[src/rtl/rc4_prga_decrypt_if.sv]
// Bus between the RC4 PRGA/decrypt engine and its S memory, ciphertext ROM,
// plaintext RAM and start/status flags.
interface rc4_prga_decrypt_if #(
    parameter int MSG_AW = 5
);
    logic              flag_start;
    logic [7:0]        s_mem_address;
    logic [7:0]        s_mem_data;
    logic              s_mem_wren;
    logic [7:0]        s_mem_q;
    logic [MSG_AW-1:0] enc_rom_address;
    logic [7:0]        enc_rom_q;
    logic [MSG_AW-1:0] dec_ram_address;
    logic [7:0]        dec_ram_data;
    logic              dec_ram_wren;
    logic              flag_busy;
    logic              flag_done;

    modport slave (
        input  flag_start, s_mem_q, enc_rom_q,
        output s_mem_address, s_mem_data, s_mem_wren,
               enc_rom_address, dec_ram_address, dec_ram_data, dec_ram_wren,
               flag_busy, flag_done
    );

    modport master (
        output flag_start, s_mem_q, enc_rom_q,
        input  s_mem_address, s_mem_data, s_mem_wren,
               enc_rom_address, dec_ram_address, dec_ram_data, dec_ram_wren,
               flag_busy, flag_done
    );
endinterface

[src/rtl/rc4_prga_decrypt.sv]
// RC4 keystream generator: walks the S array left by the KSA, swaps S[i]/S[j]
// and XORs each ciphertext byte with S[S[i]+S[j]] into the plaintext RAM.
module rc4_prga_decrypt #(
    parameter int MSG_LEN = 32,
    parameter int MSG_AW  = 5
) (
    input  logic              inclk,
    input  logic              reset,
    rc4_prga_decrypt_if.slave bus
);
    localparam logic [4:0] ST_IDLE      = 5'd0;
    localparam logic [4:0] ST_INIT      = 5'd1;
    localparam logic [4:0] ST_K_CHECK   = 5'd2;
    localparam logic [4:0] ST_I_INC     = 5'd3;
    localparam logic [4:0] ST_SI_ADDR   = 5'd4;
    localparam logic [4:0] ST_SI_WAIT   = 5'd5;
    localparam logic [4:0] ST_SI_CAP    = 5'd6;
    localparam logic [4:0] ST_J_CALC    = 5'd7;
    localparam logic [4:0] ST_SJ_ADDR   = 5'd8;
    localparam logic [4:0] ST_SJ_WAIT   = 5'd9;
    localparam logic [4:0] ST_SJ_CAP    = 5'd10;
    localparam logic [4:0] ST_SWAP_I    = 5'd11;
    localparam logic [4:0] ST_SWAP_I_WR = 5'd12;
    localparam logic [4:0] ST_SWAP_J    = 5'd13;
    localparam logic [4:0] ST_SWAP_J_WR = 5'd14;
    localparam logic [4:0] ST_F_ADDR    = 5'd15;
    localparam logic [4:0] ST_F_WAIT    = 5'd16;
    localparam logic [4:0] ST_F_CAP     = 5'd17;
    localparam logic [4:0] ST_DEC_WR    = 5'd18;
    localparam logic [4:0] ST_K_INC     = 5'd19;
    localparam logic [4:0] ST_DONE      = 5'd20;

    localparam logic [MSG_AW:0] K_LAST = (MSG_AW+1)'(MSG_LEN);
    localparam logic [MSG_AW:0] K_ONE  = (MSG_AW+1)'(1);

    logic [4:0]        state_q, state_d;
    logic [7:0]        i_q, i_d, j_q, j_d, si_q, si_d, sj_q, sj_d;
    logic [MSG_AW:0]   k_q, k_d;
    logic [7:0]        s_addr_q, s_addr_d, s_data_q, s_data_d;
    logic [MSG_AW-1:0] enc_addr_q, enc_addr_d, dec_addr_q, dec_addr_d;
    logic [7:0]        dec_data_q, dec_data_d;

    // Next-state and datapath update for the one-step-per-cycle sequencer.
    always_comb begin
        state_d    = state_q;
        i_d        = i_q;
        j_d        = j_q;
        si_d       = si_q;
        sj_d       = sj_q;
        k_d        = k_q;
        s_addr_d   = s_addr_q;
        s_data_d   = s_data_q;
        enc_addr_d = enc_addr_q;
        dec_addr_d = dec_addr_q;
        dec_data_d = dec_data_q;
        case (state_q)
            ST_IDLE: begin
                if (bus.flag_start) state_d = ST_INIT;
                else                state_d = ST_IDLE;
            end
            ST_INIT: begin
                i_d     = 8'd0;
                j_d     = 8'd0;
                k_d     = '0;
                state_d = ST_K_CHECK;
            end
            ST_K_CHECK: begin
                if (k_q == K_LAST) state_d = ST_DONE;
                else               state_d = ST_I_INC;
            end
            ST_I_INC:   begin i_d = i_q + 8'd1;        state_d = ST_SI_ADDR; end
            ST_SI_ADDR: begin s_addr_d = i_q;          state_d = ST_SI_WAIT; end
            ST_SI_WAIT: begin                          state_d = ST_SI_CAP;  end
            ST_SI_CAP:  begin si_d = bus.s_mem_q;      state_d = ST_J_CALC;  end
            ST_J_CALC:  begin j_d = j_q + si_q;        state_d = ST_SJ_ADDR; end
            ST_SJ_ADDR: begin s_addr_d = j_q;          state_d = ST_SJ_WAIT; end
            ST_SJ_WAIT: begin                          state_d = ST_SJ_CAP;  end
            ST_SJ_CAP:  begin sj_d = bus.s_mem_q;      state_d = ST_SWAP_I;  end
            // When i==j both writes carry the same byte, so the order is harmless.
            ST_SWAP_I: begin
                s_addr_d = i_q;
                s_data_d = sj_q;
                state_d  = ST_SWAP_I_WR;
            end
            ST_SWAP_I_WR: state_d = ST_SWAP_J;
            ST_SWAP_J: begin
                s_addr_d = j_q;
                s_data_d = si_q;
                state_d  = ST_SWAP_J_WR;
            end
            ST_SWAP_J_WR: state_d = ST_F_ADDR;
            ST_F_ADDR: begin
                s_addr_d   = si_q + sj_q;
                enc_addr_d = k_q[MSG_AW-1:0];
                state_d    = ST_F_WAIT;
            end
            ST_F_WAIT: state_d = ST_F_CAP;
            ST_F_CAP: begin
                dec_addr_d = k_q[MSG_AW-1:0];
                dec_data_d = bus.s_mem_q ^ bus.enc_rom_q;
                state_d    = ST_DEC_WR;
            end
            ST_DEC_WR: state_d = ST_K_INC;
            ST_K_INC: begin
                k_d     = k_q + K_ONE;
                state_d = ST_K_CHECK;
            end
            // Wait for start to drop so a held start cannot retrigger.
            ST_DONE: begin
                if (bus.flag_start) state_d = ST_DONE;
                else                state_d = ST_IDLE;
            end
            default: state_d = ST_IDLE;
        endcase
    end

    // State and datapath registers.
    always_ff @(posedge inclk or posedge reset) begin
        if (reset) begin
            state_q    <= ST_IDLE;
            i_q        <= 8'd0;
            j_q        <= 8'd0;
            si_q       <= 8'd0;
            sj_q       <= 8'd0;
            k_q        <= '0;
            s_addr_q   <= 8'd0;
            s_data_q   <= 8'd0;
            enc_addr_q <= '0;
            dec_addr_q <= '0;
            dec_data_q <= 8'd0;
        end else begin
            state_q    <= state_d;
            i_q        <= i_d;
            j_q        <= j_d;
            si_q       <= si_d;
            sj_q       <= sj_d;
            k_q        <= k_d;
            s_addr_q   <= s_addr_d;
            s_data_q   <= s_data_d;
            enc_addr_q <= enc_addr_d;
            dec_addr_q <= dec_addr_d;
            dec_data_q <= dec_data_d;
        end
    end

    assign bus.s_mem_address   = s_addr_q;
    assign bus.s_mem_data      = s_data_q;
    assign bus.s_mem_wren      = (state_q == ST_SWAP_I_WR) || (state_q == ST_SWAP_J_WR);
    assign bus.enc_rom_address = enc_addr_q;
    assign bus.dec_ram_address = dec_addr_q;
    assign bus.dec_ram_data    = dec_data_q;
    assign bus.dec_ram_wren    = (state_q == ST_DEC_WR);
    assign bus.flag_busy       = (state_q != ST_IDLE) && (state_q != ST_DONE);
    assign bus.flag_done       = (state_q == ST_DONE);
endmodule

[src/flat_wrapper.sv]
// flat-port wrapper written by rule: the top's interface ports become plain ports
module rc4_prga_decrypt_flat 
#(
    parameter int MSG_LEN = 32,
    parameter int MSG_AW  = 5
)
  (inclk, reset, bus_flag_start, bus_s_mem_q, bus_enc_rom_q, bus_s_mem_address, bus_s_mem_data, bus_s_mem_wren, bus_enc_rom_address, bus_dec_ram_address, bus_dec_ram_data, bus_dec_ram_wren, bus_flag_busy, bus_flag_done);
  rc4_prga_decrypt_if #(.MSG_AW(MSG_AW)) bus_i ();
  input  logic inclk;
  input  logic reset;
  input wire logic [$bits(bus_i.flag_start)-1:0] bus_flag_start;
  input wire logic [$bits(bus_i.s_mem_q)-1:0] bus_s_mem_q;
  input wire logic [$bits(bus_i.enc_rom_q)-1:0] bus_enc_rom_q;
  output wire logic [$bits(bus_i.s_mem_address)-1:0] bus_s_mem_address;
  output wire logic [$bits(bus_i.s_mem_data)-1:0] bus_s_mem_data;
  output wire logic [$bits(bus_i.s_mem_wren)-1:0] bus_s_mem_wren;
  output wire logic [$bits(bus_i.enc_rom_address)-1:0] bus_enc_rom_address;
  output wire logic [$bits(bus_i.dec_ram_address)-1:0] bus_dec_ram_address;
  output wire logic [$bits(bus_i.dec_ram_data)-1:0] bus_dec_ram_data;
  output wire logic [$bits(bus_i.dec_ram_wren)-1:0] bus_dec_ram_wren;
  output wire logic [$bits(bus_i.flag_busy)-1:0] bus_flag_busy;
  output wire logic [$bits(bus_i.flag_done)-1:0] bus_flag_done;
  assign bus_i.flag_start = bus_flag_start;
  assign bus_i.s_mem_q = bus_s_mem_q;
  assign bus_i.enc_rom_q = bus_enc_rom_q;
  assign bus_s_mem_address = bus_i.s_mem_address;
  assign bus_s_mem_data = bus_i.s_mem_data;
  assign bus_s_mem_wren = bus_i.s_mem_wren;
  assign bus_enc_rom_address = bus_i.enc_rom_address;
  assign bus_dec_ram_address = bus_i.dec_ram_address;
  assign bus_dec_ram_data = bus_i.dec_ram_data;
  assign bus_dec_ram_wren = bus_i.dec_ram_wren;
  assign bus_flag_busy = bus_i.flag_busy;
  assign bus_flag_done = bus_i.flag_done;
  rc4_prga_decrypt #(.MSG_LEN(MSG_LEN), .MSG_AW(MSG_AW)) u_core (.inclk(inclk), .reset(reset), .bus(bus_i));
endmodule
[config.mk]
export PLATFORM = sky130hd
export DESIGN_NAME = rc4_prga_decrypt_flat
export DESIGN_NICKNAME = d
export VERILOG_FILES = /design/src/rtl/rc4_prga_decrypt_if.sv /design/src/rtl/rc4_prga_decrypt.sv /design/src/flat_wrapper.sv
export SDC_FILE = /design/constraint.sdc
export NUM_CORES = 1
export LEC_CHECK = 0
export ABC_AREA = 1
export CORE_AREA = 2 2 94 119
export CTS_CLUSTER_DIAMETER = 200
export DETAILED_ROUTE_END_ITERATION = 8
export DIE_AREA = 0 0 96 121
export GPL_TIMING_DRIVEN = 0
export PLACE_DENSITY = 0.68
export SYNTH_ARGS = -nofsm -noshare
export SYNTH_HDL_FRONTEND = slang
export SYNTH_SLANG_ARGS = --single-unit
[constraint.sdc]
create_clock -name inclk -period 2.75 [get_ports inclk]
set_input_delay 0.4125 -clock inclk [delete_from_list [all_inputs] [get_ports inclk]]
set_output_delay 0.4125 -clock inclk [all_outputs]
set_load 0.005 [all_outputs]
==> flow_metrics.tcl <==
set metrics [dict create \
    status "finished, final reports clean" \
    timing.fmax_mhz 414 \
    setup_violations 0 \
    tightestPinTransition_ps 477 \
    worst_slack_ps 335 \
    rows 42 \
    grt_pass1_wl_um 17300 \
    io_pins 57 \
    syn2layout_area_growth_pct 24.8 \
    synth_cells 519 \
    post_cts_buffers 0 \
    min_period_ps 2420 \
    muxShareOfSynthArea 0 \
    synth-compound-area-share 0.133 \
    ys_seq_area_frac 0.466 \
    cts_made_buffers 9 \
    synth_warnings 0 \
    end_kind "output pin" \
    ctsResizeCount 0 \
    peakVddDrop_mv 0.450 \
    slowest_delay_ps 520 \
    drive_gt1_frac 0.0577 \
    timing.rr.start "u_core.state_q[0]$_DFF_PP0_" \
    synth_nets 557 \
    arrival_ps 2000 \
    diodes 0 \
    synth_edf_count 0 \
    fin_crit_sh 0.878 \
    gp_congestion 0.875 \
    tritoncts "built" \
    antenna_found_initial 0 \
    synth_ff_type "dfrtp_1" \
    finalHoldViolCount 0 \
    synth.avg_cell_area_um2 7.97 \
    htreeDepth 3 \
    dpl.cell_count 708 \
    io_buffers 56 \
    worst_hold_slack_ps 294 \
    p_total_w 0.00521 \
    finClkSkew_ps 5.81 \
    die-area_um2 11600 \
    grt_max_degree 75 \
    wire_per_inst_um 14.0 \
    synthArstFlopShare 1.00 \
    ant_nets 0 \
    via_count 3615 \
    p_leak_nw 2.52 \
    r2r_setup_slack_ps 980 \
    crit_slowest_cell "clkdlybuf4s50_1" \
    clk_latency_ps 340 \
    drt_iter0_drc 186 \
    worstPathBufferInverterCount 3 \
    hold_path_class "input pin to async pin" \
    grt_pass1_vias 3725 \
    dp_hpwl_um 7600 \
    cts_hold_buffers 0 \
    synthDominantCellAreaShare 0.466 \
    clock-sinks 77 \
    slew_violations 0 \
    via_per_inst 5.01 \
    overflow 0 \
    path_cells "inv_1 > nor2_1 > inv_1 > nor2_1 > clkdlybuf4s50_1" \
    multiInputGateArea_um2 1910 \
    grt_usage 0.190 \
    synth_area_um2 4140 \
    power_density_nw_per_um2 1010 \
    required_ps 2340 \
    clock-root-buffer "clkbuf_16" \
    wl_um 10100 \
    dr.pass1.iters 5 \
    start_kind "register" \
    ys_ff_latch 77 \
    cts.path.max_buffers 2 \
    slew_headroom 0.681 \
    synthSimpleGateAreaFrac 0.234 \
    clkSlewWorstSetupHoldPaths_ps 50 \
    r2r_end "u_core.bus.s_mem_data[7]$_DFFE_PP0P_" \
    dieHeight_um 121 \
    synth_top_family_by_area "simple AND/OR/NAND/NOR gates" \
    nFillCells 975 \
    worst-path-max-fanout 6 \
    fin_nets 625 \
    drc 0 \
    ys_types 35 \
    finalSetupTns_ps 0 \
    synth_xor_area_frac 0.0318 \
    pre_cts_ws_ps 737 \
    rsz0062_at_grt "false" \
    instances_no_fill 721 \
    crit_family "buffers and inverters" \
    reg2reg_depth 7 \
    synth_adder_area_share 0.0611 \
    maxCapViolations 0 \
    initial_utilization 0.396 \
    core_area_um2 10500 \
    worstSetupPathType "register to output pin" \
    seq_area_um2 1930 \
    synth_largest_area_cell "dfrtp_1" \
    die_w_um 96 \
    ys_top_cells_by_area "dfrtp_1 47%, nand2_1 12%, o21ai_0 6.5%, inv_1 5.9%, ha_1 5.1%" \
]
layer usage:
metal	share of wire	GRT usage	vias to the layer above
met5	0	0	-
met4	0.024	0.0768	0
met3	0.034	0.0373	19
met2	0.50	0.315	79
met1	0.45	0.241	1692
li1	-	-	1825
Yosys cell counts (2+ instances only):
library cell	instances
o21ai_0	54
nand2_2	3
buf_2	3
o22ai_1	6
nor2_1	38
nand4_1	7
inv_1	65
nor2_4	2
ha_1	17
a21oi_1	34
xnor2_1	10
nand2_1	135
dfrtp_1	77
nand3_1	33
a22o_1	3
xor2_1	5
nand3b_1	2
fa_1	2
inv_2	5
nor3_1	3
worst max-delay path by stage:
stage	startpoint	end	slack, ps	depth (start not counted)
after CTS	u_core.state_q[1]$_DFF_PP0_	bus_dec_ram_wren	380	5
after global routing	u_core.state_q[1]$_DFF_PP0_	bus_dec_ram_wren	200	5
after floorplan	reset	u_core.bus.dec_ram_address[0]$_DFFE_PP0P_	370	1
after global placement	reset	u_core.bus.s_mem_address[0]$_DFFE_PP0P_	-820	2
after detailed placement	u_core.state_q[1]$_DFF_PP0_	bus_dec_ram_wren	740	5
final	u_core.state_q[1]$_DFF_PP0_	bus_dec_ram_wren	330	5
registers in the layout, summed over array words and instances, names as in the netlist:
register                    cells
u_core.bus.enc_rom_address      5
u_core.bus.s_mem_address        8
u_core.i_q                      8
u_core.si_q                     8
u_core.sj_q                     8
u_core.bus.dec_ram_address      5
u_core.bus.dec_ram_data         8
u_core.bus.s_mem_data           8
u_core.state_q                  5
u_core.k_q                      6
u_core.j_q                      8
cell type report:
cell class                 count  share of cell area
multi-input combinational    365               0.369
timing repair buffer          57               0.114
clock inverter                 3             0.00776
tap                          132              0.0320
clock buffer                  10              0.0444
buffer                         7             0.00824
inverter                      70              0.0514
sequential                    77               0.373
power by group:
part           internal (W)  switching [W]  leakage, nW  total, W
registers           0.00148       0.000343        0.973   0.00183
logic              0.000966        0.00129         1.41   0.00226
clock network      0.000684       0.000439        0.134   0.00112
placed cells by master, fill, tap and decap left out, drive strengths merged, types with 3 or more instances in the layout:
master         instances
a21oi                 34
a22o                   3
buf                    6
clkbuf                12
clkdlybuf4s50         56
dfrtp                 77
ha                    17
inv                   70
nand2                139
nand3                 34
nand4                  7
nor2                  41
nor3                   3
o21ai                 54
o22ai                  6
xnor2                 10
xor2                   5
logic make-up after synthesis:
kind of cell | count (synthesis)
adder cells (fa/ha/maj) | 19
buffers and inverters | 77
AND/OR/NAND/NOR | 228
AO/OA/AOI/OAI | 103
XOR/XNOR | 15
flip-flops | 77
stage by stage:
stage / util / cell area [um^2]
after floorplan: - / 4140
after global placement: 0.465 / 4860
after detailed placement: 0.468 / 4890
after CTS: 0.494 / 5160
after global routing: 0.494 / 5160
final: 0.494 / 5160
worst reg2reg max path, delay by kind of cell, from the launching register on:
family | cells | cell delay [ps]
and+or+nand+nor | 4 | 870
AOI/OAI and AO/OA | 1 | 100
buffers and inverters | 2 | 280
DFF | 1 | 450
Note: power is estimated with default switching activity, not from simulation.
